--- src/rtl/cpu_pkg.sv ---
// Shared definitions for the execute stage: micro-op codes, condition codes,
// flag bit positions and the condition evaluator.
package cpu_pkg;

  localparam logic [4:0] UOP_NOP = 5'd0;
  localparam logic [4:0] UOP_ADD = 5'd1;
  localparam logic [4:0] UOP_SUB = 5'd2;
  localparam logic [4:0] UOP_AND = 5'd3;
  localparam logic [4:0] UOP_EOR = 5'd4;
  localparam logic [4:0] UOP_CMP = 5'd5;
  localparam logic [4:0] UOP_LSL = 5'd6;
  localparam logic [4:0] UOP_LSR = 5'd7;
  localparam logic [4:0] UOP_MOV = 5'd8;
  localparam logic [4:0] UOP_STR = 5'd9;
  localparam logic [4:0] UOP_LDR = 5'd10;

  localparam logic [3:0] COND_EQ   = 4'b0000;
  localparam logic [3:0] COND_NE   = 4'b0001;
  localparam logic [3:0] COND_CS   = 4'b0010;
  localparam logic [3:0] COND_CC   = 4'b0011;
  localparam logic [3:0] COND_MI   = 4'b0100;
  localparam logic [3:0] COND_PL   = 4'b0101;
  localparam logic [3:0] COND_VS   = 4'b0110;
  localparam logic [3:0] COND_VC   = 4'b0111;
  localparam logic [3:0] COND_HI   = 4'b1000;
  localparam logic [3:0] COND_LS   = 4'b1001;
  localparam logic [3:0] COND_GE   = 4'b1010;
  localparam logic [3:0] COND_LT   = 4'b1011;
  localparam logic [3:0] COND_GT   = 4'b1100;
  localparam logic [3:0] COND_LE   = 4'b1101;
  localparam logic [3:0] COND_AL   = 4'b1110;
  localparam logic [3:0] COND_NONE = 4'b1111;

  localparam int unsigned FLAG_N = 3;
  localparam int unsigned FLAG_Z = 2;
  localparam int unsigned FLAG_C = 1;
  localparam int unsigned FLAG_V = 0;

  function automatic logic cond_holds(input logic [3:0] cond, input logic [3:0] nzcv);
    logic n, z, c, v;
    n = nzcv[FLAG_N];
    z = nzcv[FLAG_Z];
    c = nzcv[FLAG_C];
    v = nzcv[FLAG_V];
    case (cond)
      COND_EQ: cond_holds = z;
      COND_NE: cond_holds = !z;
      COND_CS: cond_holds = c;
      COND_CC: cond_holds = !c;
      COND_MI: cond_holds = n;
      COND_PL: cond_holds = !n;
      COND_VS: cond_holds = v;
      COND_VC: cond_holds = !v;
      COND_HI: cond_holds = c && !z;
      COND_LS: cond_holds = !c || z;
      COND_GE: cond_holds = (n == v);
      COND_LT: cond_holds = (n != v);
      COND_GT: cond_holds = !z && (n == v);
      COND_LE: cond_holds = z || (n != v);
      COND_AL: cond_holds = 1'b1;
      default: cond_holds = 1'b0;
    endcase
  endfunction

endpackage

--- src/rtl/execute_alu.sv ---
// Combinational ALU of the execute stage: arithmetic, logic, shifts, moves and
// the NZCV result of p0 - B.
module execute_alu
  import cpu_pkg::*;
(
  input  logic [4:0]  uop_i,
  input  logic [31:0] p0_i,
  input  logic [31:0] p1_i,
  input  logic [31:0] b_i,
  input  logic [4:0]  shamt_i,
  input  logic        use_imm_i,
  output logic [31:0] result_o,
  output logic [3:0]  nzcv_o
);

  // Subtract as p0 + ~B + 1 so the carry-out is the ARM "no borrow" flag.
  logic [32:0] diff;
  assign diff = {1'b0, p0_i} + {1'b0, ~b_i} + 33'd1;

  always_comb begin
    result_o = '0;
    case (uop_i)
      UOP_ADD: result_o = p0_i + b_i;
      UOP_SUB: result_o = diff[31:0];
      UOP_AND: result_o = p0_i & b_i;
      UOP_EOR: result_o = p0_i ^ b_i;
      UOP_CMP: result_o = diff[31:0];
      UOP_LSL: result_o = p1_i << shamt_i;
      UOP_LSR: result_o = p1_i >> shamt_i;
      UOP_MOV: result_o = use_imm_i ? b_i : p0_i;
      default: result_o = '0;
    endcase
  end

  always_comb begin
    nzcv_o         = '0;
    nzcv_o[FLAG_N] = diff[31];
    nzcv_o[FLAG_Z] = (diff[31:0] == 32'd0);
    nzcv_o[FLAG_C] = diff[32];
    nzcv_o[FLAG_V] = (p0_i[31] != b_i[31]) && (diff[31] != p0_i[31]);
  end

endmodule

--- src/rtl/execute_unit.sv ---
// Single-cycle execute stage: register file, flags, data memory, branch
// resolution and the wrong-path flush window.
module execute_unit
  import cpu_pkg::*;
#(
  parameter int unsigned MEM_DEPTH    = 64,
  parameter int unsigned FLUSH_CYCLES = 2
) (
  input  logic        clk,
  input  logic        rst,
  input  logic        num_to_rhs,
  input  logic [31:0] num,
  input  logic [3:0]  sel_p0,
  input  logic [3:0]  sel_p1,
  input  logic [3:0]  sel_in,
  input  logic [4:0]  uop,
  input  logic [3:0]  branch_cond,
  output logic        global_disable,
  output logic [31:0] delta_instruction
);

  localparam int unsigned AddrW = (MEM_DEPTH > 1) ? $clog2(MEM_DEPTH) : 1;

  logic [31:0] rf_q [16];
  logic [3:0]  flags_q;
  logic [31:0] mem_q [MEM_DEPTH];
  logic [7:0]  flush_cnt_q, flush_cnt_d;
  logic        disable_q, disable_d;
  logic [31:0] delta_q, delta_d;

  logic [31:0]      p0, p1, b_op, addr, alu_result, wdata;
  logic [4:0]       shamt;
  logic [AddrW-1:0] mem_idx;
  logic [3:0]       alu_nzcv;
  logic             active, rf_we, flags_we, mem_we, taken;

  assign p0      = rf_q[sel_p0];
  assign p1      = rf_q[sel_p1];
  assign b_op    = num_to_rhs ? num : p1;
  assign shamt   = num_to_rhs ? num[4:0] : p0[4:0];
  assign addr    = p1 + (num_to_rhs ? num : 32'd0);
  assign mem_idx = AddrW'(addr % MEM_DEPTH);
  assign active  = !disable_q;

  execute_alu u_alu (
    .uop_i     (uop),
    .p0_i      (p0),
    .p1_i      (p1),
    .b_i       (b_op),
    .shamt_i   (shamt),
    .use_imm_i (num_to_rhs),
    .result_o  (alu_result),
    .nzcv_o    (alu_nzcv)
  );

  always_comb begin
    rf_we = 1'b0;
    case (uop)
      UOP_ADD, UOP_SUB, UOP_AND, UOP_EOR,
      UOP_LSL, UOP_LSR, UOP_MOV, UOP_LDR: rf_we = active;
      default: rf_we = 1'b0;
    endcase
  end

  assign flags_we = active && (uop == UOP_CMP);
  assign mem_we   = active && (uop == UOP_STR) && !rst;
  assign wdata    = (uop == UOP_LDR) ? mem_q[mem_idx] : alu_result;
  // Branch sees the flags from before this cycle's CMP.
  assign taken    = active && (branch_cond != COND_NONE) && cond_holds(branch_cond, flags_q);

  always_comb begin
    flush_cnt_d = flush_cnt_q;
    disable_d   = disable_q;
    delta_d     = 32'd0;
    if (taken) begin
      disable_d   = 1'b1;
      flush_cnt_d = 8'(FLUSH_CYCLES - 1);
      delta_d     = num;
    end else if (disable_q) begin
      if (flush_cnt_q == 8'd0) begin
        disable_d = 1'b0;
      end else begin
        flush_cnt_d = flush_cnt_q - 8'd1;
      end
    end
  end

  always_ff @(posedge clk) begin
    if (rst) begin
      for (int i = 0; i < 16; i++) begin
        rf_q[i] <= '0;
      end
      flags_q     <= '0;
      flush_cnt_q <= '0;
      disable_q   <= 1'b0;
      delta_q     <= '0;
    end else begin
      if (rf_we) begin
        rf_q[sel_in] <= wdata;
      end
      if (flags_we) begin
        flags_q <= alu_nzcv;
      end
      flush_cnt_q <= flush_cnt_d;
      disable_q   <= disable_d;
      delta_q     <= delta_d;
    end
  end

  // Data memory is deliberately left out of reset.
  always_ff @(posedge clk) begin
    if (mem_we) begin
      mem_q[mem_idx] <= p0;
    end
  end

  assign global_disable    = disable_q;
  assign delta_instruction = delta_q;

endmodule

--- config.mk ---
export PLATFORM = sky130hd
export DESIGN_NAME = execute_unit
export DESIGN_NICKNAME = d
export VERILOG_FILES = /design/src/rtl/cpu_pkg.sv /design/src/rtl/execute_alu.sv /design/src/rtl/execute_unit.sv
export SDC_FILE = /design/constraint.sdc
export NUM_CORES = 2
export LEC_CHECK = 0
export CORE_UTILIZATION = 40
export DETAILED_ROUTE_END_ITERATION = 10
export HOLD_SLACK_MARGIN = 0.03
export PLACE_DENSITY = 0.58
export SLEW_MARGIN = 20
export SYNTH_ARGS = -nofsm -noshare
export SYNTH_HDL_FRONTEND = slang
export SYNTH_SLANG_ARGS = --single-unit
export TNS_END_PERCENT = 5
--- constraint.sdc ---
create_clock -name clk -period 17.9 [get_ports clk]
set_input_delay 3.58 -clock clk [delete_from_list [all_inputs] [get_ports clk]]
set_output_delay 3.58 -clock clk [all_outputs]
set_load 0.05 [all_outputs]
Word level (Yosys, flattened, before mapping)

Memory sizes are Yosys's and may differ from the RTL's.
Index checks and enable logic that the tools add are counted.

Memories kept: 2
Output and inout bits: 33
Logic and storage cells: 100
Bits in writable memories: 2560
Flip-flop bits (word level): 45
Bits of input ports: 56

Shift-type cells: 2
Muxes and demuxes: 24
Bitwise logic cells: 5
Reduce and logical (&&, ||, !) cells: 27
$add $sub $neg: 5
Equality and inequality tests: 30

Memory list:

| memory | words | width | rd ports | clocked after Yosys merged registers in | wr ports | line               | source |
|---|---|---|---|---|---|---|---|
| mem_q  | 64    | 32    | 1        | 0                                       | 1        | execute_unit.sv:26 | `logic [31:0] mem_q [MEM_DEPTH];` |
| rf_q   | 16    | 32    | 2        | 0                                       | 16       | execute_unit.sv:24 | `logic [31:0] rf_q [16];` |

Operators by type and width:

| cell                                                               | count |
|---|---|
| 32-bit case mux with 7 select lines                                | 1 |
| 32-bit 2-to-1 mux                                                  | 4 |
| 32-bit by 32-bit adder with 33-bit output                          | 1 |
| 33-bit by 1-bit adder with 33-bit output, second input constant    | 1 |
| 32-bit adder                                                       | 1 |
| 32-bit bitwise AND                                                 | 1 |
| 32-bit logical NOT                                                 | 1 |
| 32-bit inverter                                                    | 1 |
| 32-bit OR reduction                                                | 1 |
| 32-bit by 5-bit left shift with 32-bit output                      | 1 |
| 32-bit by 5-bit right shift with 32-bit output                     | 1 |
| 32-bit XOR                                                         | 1 |
| 4-bit == test, second input constant                               | 7 |
| 5-bit by 3-bit == test with 1-bit output, second input constant    | 4 |
| 4-bit by 3-bit == test with 1-bit output, second input constant    | 4 |
| 5-bit by 4-bit == test with 1-bit output, second input constant    | 3 |
| 1-bit 2-to-1 mux                                                   | 15 |
| 1-bit case mux with 15 select lines                                | 1 |
| 5-bit by 2-bit == test with 1-bit output, second input constant    | 2 |
| 4-bit by 2-bit == test with 1-bit output, second input constant    | 2 |
| 1-bit logical AND                                                  | 8 |
| 8-bit logical NOT                                                  | 1 |
| 8-bit OR reduction                                                 | 1 |
| 8-bit by 1-bit subtractor with 8-bit output, second input constant | 1 |
| 17 further kinds                                                   | 29 |

Longest topological paths before layout

Depth after elaboration: 8
Gate-level depth with buffers: 24
Depth with buffers taken out: 17

Hierarchy

Synthesis repeated with hierarchy kept, for this count alone.

Cells, all modules: 8139
Area, all modules: 120391.7 µm²

By module, submodules not included:

| module       | cells each | seq. area each (µm²) | area an instance (µm²) | instances |
|---|---|---|---|---|
| execute_unit | 6917       | 77774.6              | 112151.3               | 1 |
| execute_alu  | 1222       | 0.0                  | 8240.4                 | 1 |

Worst setup path before layout

No wires, ideal clock.

Path type: input port to flip-flop
Start point: input port sel_p0[3]
End point: memory rf_q[0][26] (data pin)
Stages: 17
Slack: 7.488 ns
Data required time: 17.637 ns
Arrival time: 10.149 ns
Buffers on the path: 5
Setup time: 0.263 ns
Cells stage by stage: buf_1 > clkbuf_1 > buf_1 > o21ai_0 > ha_1 > clkbuf_1 > nor2b_1 > o31a_1 > a22o_1 > a22o_1 > a21oi_1 > o21ai_0 > a221oi_1 > o22ai_1 > a2111oi_4 > buf_4 > nor2_1

RTL lines:

| item        | line               | source |
|---|---|---|
| from (decl) | execute_unit.sv:13 | `input logic [3:0] sel_p0,` |
| to (decl)   | execute_unit.sv:24 |  |

==> results by group <==
Run status
  • Outcome: complete, no violations

Timing
  • Final Hold Fails: 0
  • Setup_tns: 0 ns
  • Final Setup Violations: 0
  • Max frequency: 87.6 MHz
  • Final Skew: 0.0980 ns
  • Slew headroom: 14.3%
  • Slew Viols, Final: 0
  • Final hold slack: 0.517 ns
  • Tcrit/Tclk final: 63.8%
  • RSZ-0062 raised after global routing: no
  • Slew @ Worst Pin: 1.29 ns
  • Min Tclk post-route: 11.41 ns

Power and ir drop
  • Psw: 4.73 mW
  • Logic pwr share: 20.6%
  • Overall power: 15.9 mW
  • Peak supply drop: 0.0808 mV
  • Flop pwr share: 43.5%
  • Pint: 11.1 mW
  • Clock power share: 35.9%
  • Leakage: 42.8 nW
  • PwrDens: 120 mW/mm²
  • Switching share of power: 29.8%

Global route
  • Vias in the first global route: 70,300
  • GRT Util Overall: 27.9%
  • Global-route wire length before repair: 571 mm
  • Met1 GRT Util: 38.0%
  • M3 GR Usage: 5.01%
  • GRT Max-Usage Layer: met2
  • Grt ovf: 0
  • Largest net degree at the start of global routing: 105
  • Met2 usage: 43.8%
  • Initial antenna violation count: 35

Routing
  • Vias: 72,600
  • Total wire length: 416 mm
  • First-pass iteration count of the detailed router: 7
  • Number of vias per cell: 6.34
  • DRC: 0
  • Routed len/inst: 36.3 µm
  • Initial DRC count: 11,000
  • Post-DRT Antenna Nets: 0

Worst setup path
  • CP max-delay cell: fa_4
  • Cell repeated most along the worst path: buf_4
  • Critical Path RT: 18.49 ns
  • Crit start category: input pin
  • Worst-path cell chain: clkbuf_8, buf_4, mux4_2, mux4_2, ha_4, inv_1, fa_4, inv_8, buf_4, buf_4, mux4_2, mux2i_1, o22ai_1, o21ai_0, buf_4, o2111ai_1, a21oi_1, o211a_1, nor2_1
  • Worst r2r path cells: 17
  • CP peak stage delay: 0.87 ns
  • Crit. End Element: flip-flop
  • CP Max Fanout: 71
  • Critical path class: in2reg
  • Setup crit start: sel_p1[0]
  • R2R Path End: rf_q[6][10]$_SDFFCE_PN0P_
  • Flop2flop setup slack: 10.03 ns
  • CP Capture Point: rf_q[6][10]$_SDFFCE_PN0P_
  • R2R Path Start: rf_q[7][0]$_SDFFCE_PN0P_
  • CP arrival: 12.00 ns

Clocking
  • Hold-fix buffers at CTS: 0
  • TritonCTS buffer count: 281
  • Setup Buffers After CTS: 0
  • Root Driver: clkbuf_16
  • Skew-Pair Late Insertion Delay: 0.95 ns
  • CTS tree: yes
  • Post_cts resized: 0
  • Clock Tree Buf Depth: 4
  • H-tree lvl count: 5
  • Clk slew on worst S/H paths: 0.06 ns
  • CTS Sinks: 2,605

Synthesis
  • Netlist Area Pre-Place: 0.117 mm²
  • Syn Area/Cell: 16.2 µm²
  • Cell count after synthesis: 7,206
  • Syn_nets: 7,338
  • Async S/R FF share, synth: 0%
  • Syn. warnings: 0
  • Sequential-to-total area share from yosys stat: 66.6%
  • Largest area contributor in the netlist: edfxtp_1
  • Synth unique cells: 108
  • Most numerous cell in the Yosys netlist: edfxtp_1
  • Top cells by area, synth: edfxtp_1, mux4_2, mux2i_1
  • Main synth FF type: edfxtp_1
  • Top-area cell type share of the netlist area: 65.9%
  • #FFs+latches synth: 2,605
  • Synth top cells by count: edfxtp_1, mux4_2, nor2_1
  • Number of enable flip-flop cells after synthesis: 2,560

Placed design
  • Placer's final routability congestion estimate: 1.02
  • Dpl hpwl: 254 mm
  • IO buf count: 88

Hold path
  • HP Class: reg2reg

Final layout
  • FF+latch area: 0.0778 mm²
  • NumNets Final: 7,473
  • Layout area overhead: 13.1%
  • Fraction of layout cells with a size suffix above 1: 21.2%
  • Fillers: 24,800
  • Area of the multi-input gates: 0.0371 mm²

Die
  • I/O Pins: 89
  • Initial Utilization: 40.4%
  • Site Rows: 197
  • CORE AREA: 0.289 mm²
  • DIE WIDTH: 542 µm
  • Die area: 0.294 mm²
  • Die extent in y: 542 µm

Flow run
  • Max-cap violations: 0
## power by group through the flow
stage / Clock (mW) / Combinational [mW] / Sequential, mW
floorplan: 0 / 1.84 / 7.03
global placement: 0 / 3.20 / 7.02
detailed placement: 0 / 3.22 / 7.02
CTS: 5.75 / 3.23 / 6.89
global route: 5.97 / 3.36 / 6.90
finish: 5.69 / 3.27 / 6.89
## worst min-delay path by stage
stage | startpoint | endpoint | slack [ns] | cells after the start
floorplan | flush_cnt_q[2]$_SDFFE_PP0P_ | flush_cnt_q[2]$_SDFFE_PP0P_ | 0.47 | 2
global placement | flush_cnt_q[2]$_SDFFE_PP0P_ | flush_cnt_q[2]$_SDFFE_PP0P_ | 0.49 | 2
detailed placement | flush_cnt_q[2]$_SDFFE_PP0P_ | flush_cnt_q[2]$_SDFFE_PP0P_ | 0.50 | 2
CTS | flush_cnt_q[2]$_SDFFE_PP0P_ | flush_cnt_q[2]$_SDFFE_PP0P_ | 0.51 | 2
global route | flags_q[2]$_SDFFE_PP0P_ | flags_q[2]$_SDFFE_PP0P_ | 0.54 | 2
finish | flags_q[2]$_SDFFE_PP0P_ | flags_q[2]$_SDFFE_PP0P_ | 0.52 | 2
## cells in the final DEF (no fill, tap or decap), types with 32 or more instances in the layout
cell	count
edfxtp_1	2560
mux4_2	694
nand2_1	596
nor2_1	566
clkbuf_16	286
mux2i_1	279
buf_4	265
nand3_1	203
nor2b_1	144
a21oi_1	134
o21ai_0	111
o22ai_1	88
nand4_1	81
clkdlybuf4s50_1	79
inv_1	73
ha_1	72
a32oi_1	70
nor2_4	67
and2_1	66
clkinv_1	62
clkbuf_1	60
clkinv_2	50
nor3_1	47
dfxtp_1	45
o31ai_1	37
a31oi_1	36
a211oi_1	34
xnor2_1	34
mux2_2	32
## routing by layer
metal | share of wire (%) | up-vias | wire length, µm
met4 | 4.9 | 14 | 20500
met2 | 46 | 4406 | 192000
met5 | 0.025 | - | 102
met3 | 9.6 | 795 | 40000
met1 | 39 | 38300 | 163000
li1 | - | 29100 | -
## logic make-up (layout without fill, tap and decap cells)
| logic type | count (synthesis) | count (layout) | synth area share (%) |
|---|---|---|---|
| compound gates | 883 | 883 | 5.43 |
| fa+ha+maj | 76 | 76 | 0.834 |
| buf+inv | 590 | 945 | 2.48 |
| xor+xnor | 48 | 48 | 0.367 |
| mux | 1022 | 1022 | 16.4 |
| simple gates | 1982 | 1982 | 7.89 |
| flops | 2605 | 2605 | 66.6 |
| other cells | 0 | 9 | 0 |
## flip-flops by register name, summed over array words and instances (netlist names)
| signal | count |
|---|---|
| flags_q | 4 |
| rf_q | 512 |
| global_disable | 1 |
| flush_cnt_q | 8 |
| mem_q | 2048 |
| delta_instruction | 32 |
## final cells by class
cell class | count | area share, %
inverters | 81 | 0.236
flip-flops and latches | 2605 | 58.9
multi-input cells | 4011 | 28.1
clock inverters | 155 | 1.14
repair buffers | 361 | 2.29
diodes | 9 | 0.0171
clock buffers | 348 | 5.61
well taps | 3880 | 3.68
## worst max-delay path, delay by kind of cell
kind / cells / cell delay [ns]
AOI/OAI and AO/OA: 5 / 1.88
muxes: 4 / 1.93
adders and majority gates: 2 / 1.08
buffers and inverters: 7 / 3.25
and+or+nand+nor: 1 / 0.09
## stage by stage
step                cells  area (µm²)  util (%)  worst slack, ns
CTS                 11400      132000      45.6             6.29
detailed placement  10900      123000      42.5             5.33
finish              11500      132000      45.6             6.49
floorplan            7206      117000         -             7.49
global route        11400      132000      45.6             6.14
global placement    10900      123000      42.5             5.40
Power figures use the tool's default switching activity.
